<file path="config.mk">
export PLATFORM = sky130hd
export DESIGN_NAME = bls_serial_sub
export DESIGN_NICKNAME = d
export VERILOG_FILES = /design/src/rtl/bls_serial_sub.sv
export SDC_FILE = /design/constraint.sdc
export NUM_CORES = 1
export LEC_CHECK = 0
export ABC_AREA = 1
export CAP_MARGIN = 15
export CORE_MARGIN = 2
export CORE_UTILIZATION = 40
export DETAILED_ROUTE_END_ITERATION = 8
export PLACE_DENSITY = 0.77
export SYNTH_ARGS = -nofsm -noshare
export SYNTH_HDL_FRONTEND = slang
export SYNTH_SLANG_ARGS = --single-unit
</file>
<file path="constraint.sdc">
create_clock -name clk -period 2.4 [get_ports clk]
set_input_delay 0.24 -clock clk [delete_from_list [all_inputs] [get_ports clk]]
set_output_delay 0.24 -clock clk [all_outputs]
set_load 0.05 [all_outputs]
</file>
<file path="src/rtl/bls_serial_sub.sv">
// bls_serial_sub: serial WIDTH-bit subtractor, D = A - B - bin, one 4-bit nibble per clock, LSB nibble first.
// Latency: out_valid rises N = WIDTH/4 cycles after the accept edge. Minimum accept spacing is N+2 edges.
// Backpressure: DONE holds d/bout/ovf frozen until out_ready. in_ready is low outside IDLE.
// Ports: clk, rst (sync, active-high); in_valid/in_ready with a, b, bin; out_valid/out_ready with d, bout[, ovf].
// Optional feature macro: SUB_OVERFLOW_EN adds the ovf port, the signed-overflow flag for the full-width result.
module bls_serial_sub #(
  parameter int WIDTH = 16
) (
  input  logic             clk,
  input  logic             rst,
  input  logic             in_valid,
  output logic             in_ready,
  input  logic [WIDTH-1:0] a,
  input  logic [WIDTH-1:0] b,
  input  logic             bin,
  output logic             out_valid,
  input  logic             out_ready,
  output logic [WIDTH-1:0] d,
  output logic             bout
`ifdef SUB_OVERFLOW_EN
 ,output logic             ovf
`endif
);

  localparam int N  = WIDTH / 4;
  localparam int KW = (N > 1) ? $clog2(N) : 1;
  localparam logic [KW-1:0] K_LAST = KW'(N - 1);

  typedef enum logic [1:0] {IDLE, RUN, DONE} state_t;

  state_t           state;
  logic [WIDTH-1:0] a_sh;
  logic [WIDTH-1:0] b_sh;
  logic             borrow;
  logic [KW-1:0]    k;
  logic [4:0]       nib_diff;

`ifdef SUB_OVERFLOW_EN
  // Operand sign bits are kept aside because the operand registers are
  // shifted away while the nibbles are consumed.
  logic a_sign;
  logic b_sign;
`endif

  // Operands shift right so the active nibble is always in bits [3:0];
  // this keeps the datapath a single 4-bit subtract regardless of WIDTH.
  // Bit 4 of the 5-bit difference is the nibble borrow-out.
  assign nib_diff = {1'b0, a_sh[3:0]} - {1'b0, b_sh[3:0]} - {4'b0000, borrow};

  always_ff @(posedge clk) begin
    if (rst) begin
      state     <= IDLE;
      in_ready  <= 1'b0;
      out_valid <= 1'b0;
      d         <= '0;
      bout      <= 1'b0;
      borrow    <= 1'b0;
      k         <= '0;
      a_sh      <= '0;
      b_sh      <= '0;
`ifdef SUB_OVERFLOW_EN
      ovf       <= 1'b0;
      a_sign    <= 1'b0;
      b_sign    <= 1'b0;
`endif
    end else begin
      case (state)
        IDLE: begin
          // in_ready is registered, so it comes up on the first edge after reset release.
          in_ready  <= 1'b1;
          out_valid <= 1'b0;
          if (in_valid && in_ready) begin
            a_sh     <= a;
            b_sh     <= b;
            borrow   <= bin;
            k        <= '0;
            in_ready <= 1'b0;
            state    <= RUN;
`ifdef SUB_OVERFLOW_EN
            a_sign   <= a[WIDTH-1];
            b_sign   <= b[WIDTH-1];
`endif
          end
        end
        RUN: begin
          a_sh   <= a_sh >> 4;
          b_sh   <= b_sh >> 4;
          // Each result nibble enters at the top; after N shifts nibble 0
          // has reached bits [3:0].
          d      <= (d >> 4) | (WIDTH'(nib_diff[3:0]) << (WIDTH - 4));
          borrow <= nib_diff[4];
          if (k == K_LAST) begin
            k         <= '0;
            bout      <= nib_diff[4];
            out_valid <= 1'b1;
            state     <= DONE;
`ifdef SUB_OVERFLOW_EN
            // nib_diff[3] is the final result's sign bit.
            ovf       <= (a_sign != b_sign) && (nib_diff[3] != a_sign);
`endif
          end else begin
            k <= k + 1'b1;
          end
        end
        DONE: begin
          if (out_ready) begin
            out_valid <= 1'b0;
            in_ready  <= 1'b1;
            state     <= IDLE;
          end
        end
        default: begin
          state     <= IDLE;
          in_ready  <= 1'b0;
          out_valid <= 1'b0;
        end
      endcase
    end
  end

endmodule

</file>
# == Word-level counts from Yosys, hierarchy flattened ==
# Cells that the tools add are included.
# word_totals
ff_bits,56
inputBits,37
out_inout_bits,19
elab_cells,47
# op_classes
addsub,3
n_eq_ne,6
muxes,19
bitwise_logic,2
n_reduce_logical,8
# op_table
operator,count
$pmux W16 S2,2
$mux W16,2
$or A12 B16 Y16,1
$mux W2,5
$reduce_and A2 Y1,4
$ne A2 B2 Y1 const B,3
$pmux W2 S3,1
$mux W1,5
$sub A4 B4 Y5,1
$sub A5 B1 Y5,1
$eq A2 B2 Y1 const B,2
$pmux W1 S2,2
$pmux W2 S2,1
$pmux W1 S3,1
$reduce_and A3 Y1,1
$add A2 B1 Y2 const B,1
$eq A2 B1 Y1 const B,1
$logic_not A2 Y1,1
$reduce_bool A2 Y1,1
$logic_and A1 B1 Y1,1
$not A1 Y1,1

# == Longest topological paths before layout ==
# depth
word_depth,3
mapped_depth,12
depth_no_buf,12

# == Worst setup path after synthesis ==
# OpenSTA, ideal clock, no wires.
# synth_path
path_kind,register to register
from,register b_sh[0]
to,register bout
setup_ps,109
arrival_ps,1606
required_time_ps,2291
path_slack_ps,686
stages_incl_launch_ff,12
path_buffers,0
period_less_slack_ps,1714
cell_sequence,dfxtp_1 inv_1 fa_1 fa_1 inv_1 nand2_1 nand2_1 nand3_1 nand2_1 nand2_1 nand2_1 inv_1
# synth_via
elab_chain_cells,2
# synth_rtl
element,line_no,rtl
from (decl),33,logic [WIDTH-1:0] b_sh;
from (signal assigned),87,b_sh <= b_sh >> 4;
$sub A4 B4 Y5,48,"assign nib_diff = {1'b0, a_sh[3:0]} - {1'b0, b_sh[3:0]} - {4'b0000, borrow};"
$sub A5 B1 Y5,48,
to (signal assigned),94,bout <= nib_diff[4];
to (decl),19,output logic bout
# Every way passes these cells.
# A chain may end at the register's enable or synchronous reset.

# == Worst setup path in the final report ==
# layout_path
from,register b_sh[0]
to,register borrow
# layout_via
elab_chain_cells,3
# layout_rtl
element,line_no,rtl
$sub A4 B4 Y5,48,
$sub A5 B1 Y5,48,
$pmux W1 S2,67,case (state)
to (signal assigned),75,borrow <= bin;
to (signal assigned),91,borrow <= nib_diff[4];
to (decl),34,logic borrow;
# Every way passes these cells.

==> summary.md <==
After global routing the overflow that remains totals 0. Relative slew slack: 63.2%. Clock latency on the worst-skew pair, taken at its later pin, is 0.32 ns. The HPWL after detailed placement is 3790 um. The tools report the via count of the routed design as 2214. For flop-to-flop paths, the worst setup slack is 0.53 ns. The average footprint of a synthesized cell came out at 7.44 um2. Setup repair after global routing left no endpoint under its margin. Synthesis produced 336 cells.

The analysis attributes to cell leakage a power of 1.37 nW. The synthesized-area fraction occupied by and/or/nand/nor cells was 22.0%; the number of antenna repair diodes was 0. The count of cells along the worst hold path came out at 2. The congestion estimate from routability-driven global placement came to 0.815. The path with the worst hold slack has its endpoint at a_sh[7].

Final hold analysis gives a worst-case slack of 0.453 ns. The adder-cell area share of the yosys netlist is 5.10%. The number of warnings printed during yosys synthesis came out at 0. Worst setup skew after layout: 0.0122 ns. Hold path startpoint: a_sh[7]. The count of endpoints failing hold in the final timing report came out at 0. In the routed layout, each cell is associated on average with a via count of 4.82. The power density over cell area was 679 nW/um2; the worst ir drop on vdd was 0.305 mV.

Measured on the finished design, the core utilization comes to 52.5%. Measured in cells, the most critical reg-to-reg path has a length of 10. The number of detailed-routing iterations run before antenna repair is 4. The critical path class is flop to flop.

The net count of the finished layout is 429. Once placement completed, the tool counted placed cells totaling 451. The wire length of the first global-routing pass is 9120 um. The horizontal die dimension was 83.1 um; the post-CTS repair timing setup buffer count was 0. The logs give 5990 um2 for the floorplan core area and 0 for the number of antenna violations at the first check in global routing.

The final critical path time including I/O delays and setup was 1.87 ns; the count of cell types in the netlist was 22. The average detailed-routed wire length per instance was 11.3 um; the setup TNS was 0 ns. The critical path capture point type was a flop. Counting along the longest clock path gives a buffer depth of 2. The overall die height works out to 83.1 um. The max-cap check violation count was 0. The floorplan has 28 rows. In the global route stage, overall resource usage came out at 15.9%. Setup violations remaining at the end of the flow were counted as 0. Once the clock tree was built, the resizer swapped 0 gates to a different size. Final instance count without filler cells: 459. TritonCTS built the clock tree. After routing the design area is 3150 um2. The residual antenna-violating net count after detailed routing was 0. For this design, the CTS-stage hold fixing added 0 buffers.

Relative to the synthesized area, the layout overhead comes to 25.8%. The logs give 56 for the clock sink total and 3060 um2 for the instance area after placement. The post-route netlist has 5.47% of its cells at a drive strength greater than 1. The share of the cycle needed by the critical path after routing was 77.7%; the post-synthesis sequential element count was 56. The combinational family with the most area after synthesis is simple AND/OR/NAND/NOR gates.

For the worst setup path, the data arrival time is 2.11 ns. The logs give 2.64 ns for the required time of the worst setup path and 41.8% for the starting utilization of the core area. In this run the worst path has a maximum fanout of 2. The fraction of synthesized area in multiplexers came out at 0%. The root buffer cell chosen for the clock tree is clkbuf_8. Input and output buffers added on the ports amount to 55. The post-layout total power was 2.14 mW. The startpoint identified for the worst register-to-register timing path is b_sh[0]. The pin count of the biggest net entering global routing was 39; the worst path setup slack after routing was 0.535 ns.

The critical path launch point type is a flop. The I/O pin count is 56. Summed over all layers, the routed wires come to 5200 um. The tools report the count of pins over their slew limit as 0. The transition time at the pin with the least slew margin works out to 0.552 ns. The worst register-to-register path ends at borrow. Number of H-tree levels: 2. The maximum clock rate is 0.536 GHz, and the pre-CTS setup slack is 0.561 ns. The overall die area is 6900 um2, and the detailed router's first-iteration violation count is 58. The synthesized netlist devotes 0.350% of its cell area to XOR and XNOR gates. The flow ran to the end, and the final reports show no timing, DRC or antenna violations. The clock-pin slew on the worst setup and hold paths came out at 0.11 ns. The number of clock buffers added by TritonCTS is 5. Counting every net in the synthesized netlist gives 382. Worst hold-check path type: flop to flop. The filler cells instantiated in the layout total 584.

The run gives 2500 um2 as the post-synthesis cell area. After synthesis, flip-flops and latches occupy 44.8% of the total area. For this run, design rule violations remaining after detail routing come to 0.

The fraction of the mapped netlist area in compound gates is 18.3%, and the via count of the first global-routing pass is 2148.
sequential cells by signal, summed over array words and instances (netlist names):
register   flops
bout           1
in_ready       1
k              2
d             16
a_sh          16
state          2
b_sh          16
out_valid      1
borrow         1
area by class of cell:
class	count	area [um2]	area share, %
multi-input combinational	231	1140	36.3
sequential	56	1120	35.6
timing repair buffer	60	588	18.7
inverter	29	109	3.46
tap	75	93.8	2.98
clock buffer	5	68.8	2.19
clock inverter	3	22.5	0.716
critical path, cell delays in order (launching register included):
cell and delay, ns:
dfxtp_1 0.32, inv_1 0.05, fa_1 0.44, fa_1 0.42, inv_1 0.06, nand2_1 0.07
nand2_1 0.09, nand2_1 0.06, nand2_1 0.08, nand3_1 0.07, a21oi_1 0.15
cell usage in the layout (no fill, tap or decap):
cell type,Yosys,final
a31oi_1,1,1
o21ai_0,42,42
buf_4,4,5
o211a_1,7,7
nor2_1,38,38
xnor2_1,1,1
o21ai_1,2,2
dfxtp_1,56,56
fa_1,2,2
inv_2,2,2
clkbuf_8,0,5
nand3_1,11,11
o21a_1,2,2
nand2_1,83,83
a21oi_1,29,29
clkdlybuf4s50_1,0,55
ha_1,7,7
inv_1,27,27
clkinv_2,0,1
nand3_2,1,1
nand2_2,3,3
inv_6,0,1
nor2_2,2,2
clkinv_4,0,1
how the worst max path moves through the flow:
stage | start | endpoint | slack [ns] | depth (start not counted)
finish | b_sh[0] | borrow | 0.53 | 10
global route | b_sh[0] | borrow | 0.39 | 10
CTS | b_sh[0] | borrow | 0.54 | 10
detailed placement | b_sh[0] | bout | 0.56 | 11
global placement | b_sh[0] | bout | 0.64 | 11
floorplan | b_sh[0] | bout | 0.69 | 11
per-layer routing:
metal,GRT usage [%],up-vias,share of wire (%)
li1,-,1169,-
met1,18.6,966,46
met2,27.9,71,47
met3,4.27,8,5.6
met4,5.66,0,1.3
met5,0,-,0
Yosys cell counts:
| cell type | count | area (um2) |
|---|---|---|
| buf_2 | 6 | 30.0 |
| xnor2_1 | 1 | 8.76 |
| o21a_1 | 2 | 15.0 |
| o21ai_1 | 2 | 10.0 |
| nor2_1 | 38 | 143 |
| nand2_2 | 3 | 18.8 |
| inv_1 | 27 | 101 |
| clkbuf_1 | 6 | 22.5 |
| a31oi_1 | 1 | 6.26 |
| buf_6 | 4 | 45.0 |
| a21oi_1 | 29 | 145 |
| nor2_2 | 2 | 12.5 |
| fa_1 | 2 | 40.0 |
| o211a_1 | 7 | 70.1 |
| dfxtp_1 | 56 | 1120 |
| inv_2 | 2 | 7.51 |
| o21ai_0 | 42 | 210 |
| nand3_1 | 11 | 55.1 |
| ha_1 | 7 | 87.6 |
| nand2_1 | 83 | 312 |
| nand3_2 | 1 | 10.0 |
| buf_4 | 4 | 30.0 |
power breakdown:
part	total, mW	leakage, nW	switching, mW	internal, mW
sequential	1.06	0.460	0.0433	1.01
combinational	0.553	0.859	0.332	0.221
clock	0.526	0.0485	0.316	0.210
total	2.14	1.37	0.691	1.44
logic make-up (layout without fill, tap and decap cells):
family                   count (synthesis)  after routing
AO/OA/AOI/OAI                           83             83
XOR/XNOR                                 1              1
adder cells (fa/ha/maj)                  9              9
buffers and inverters                   49             97
flip-flops                              56             56
AND/OR/NAND/NOR                        138            138
No activity file was read; power rests on OpenSTA's default activity.
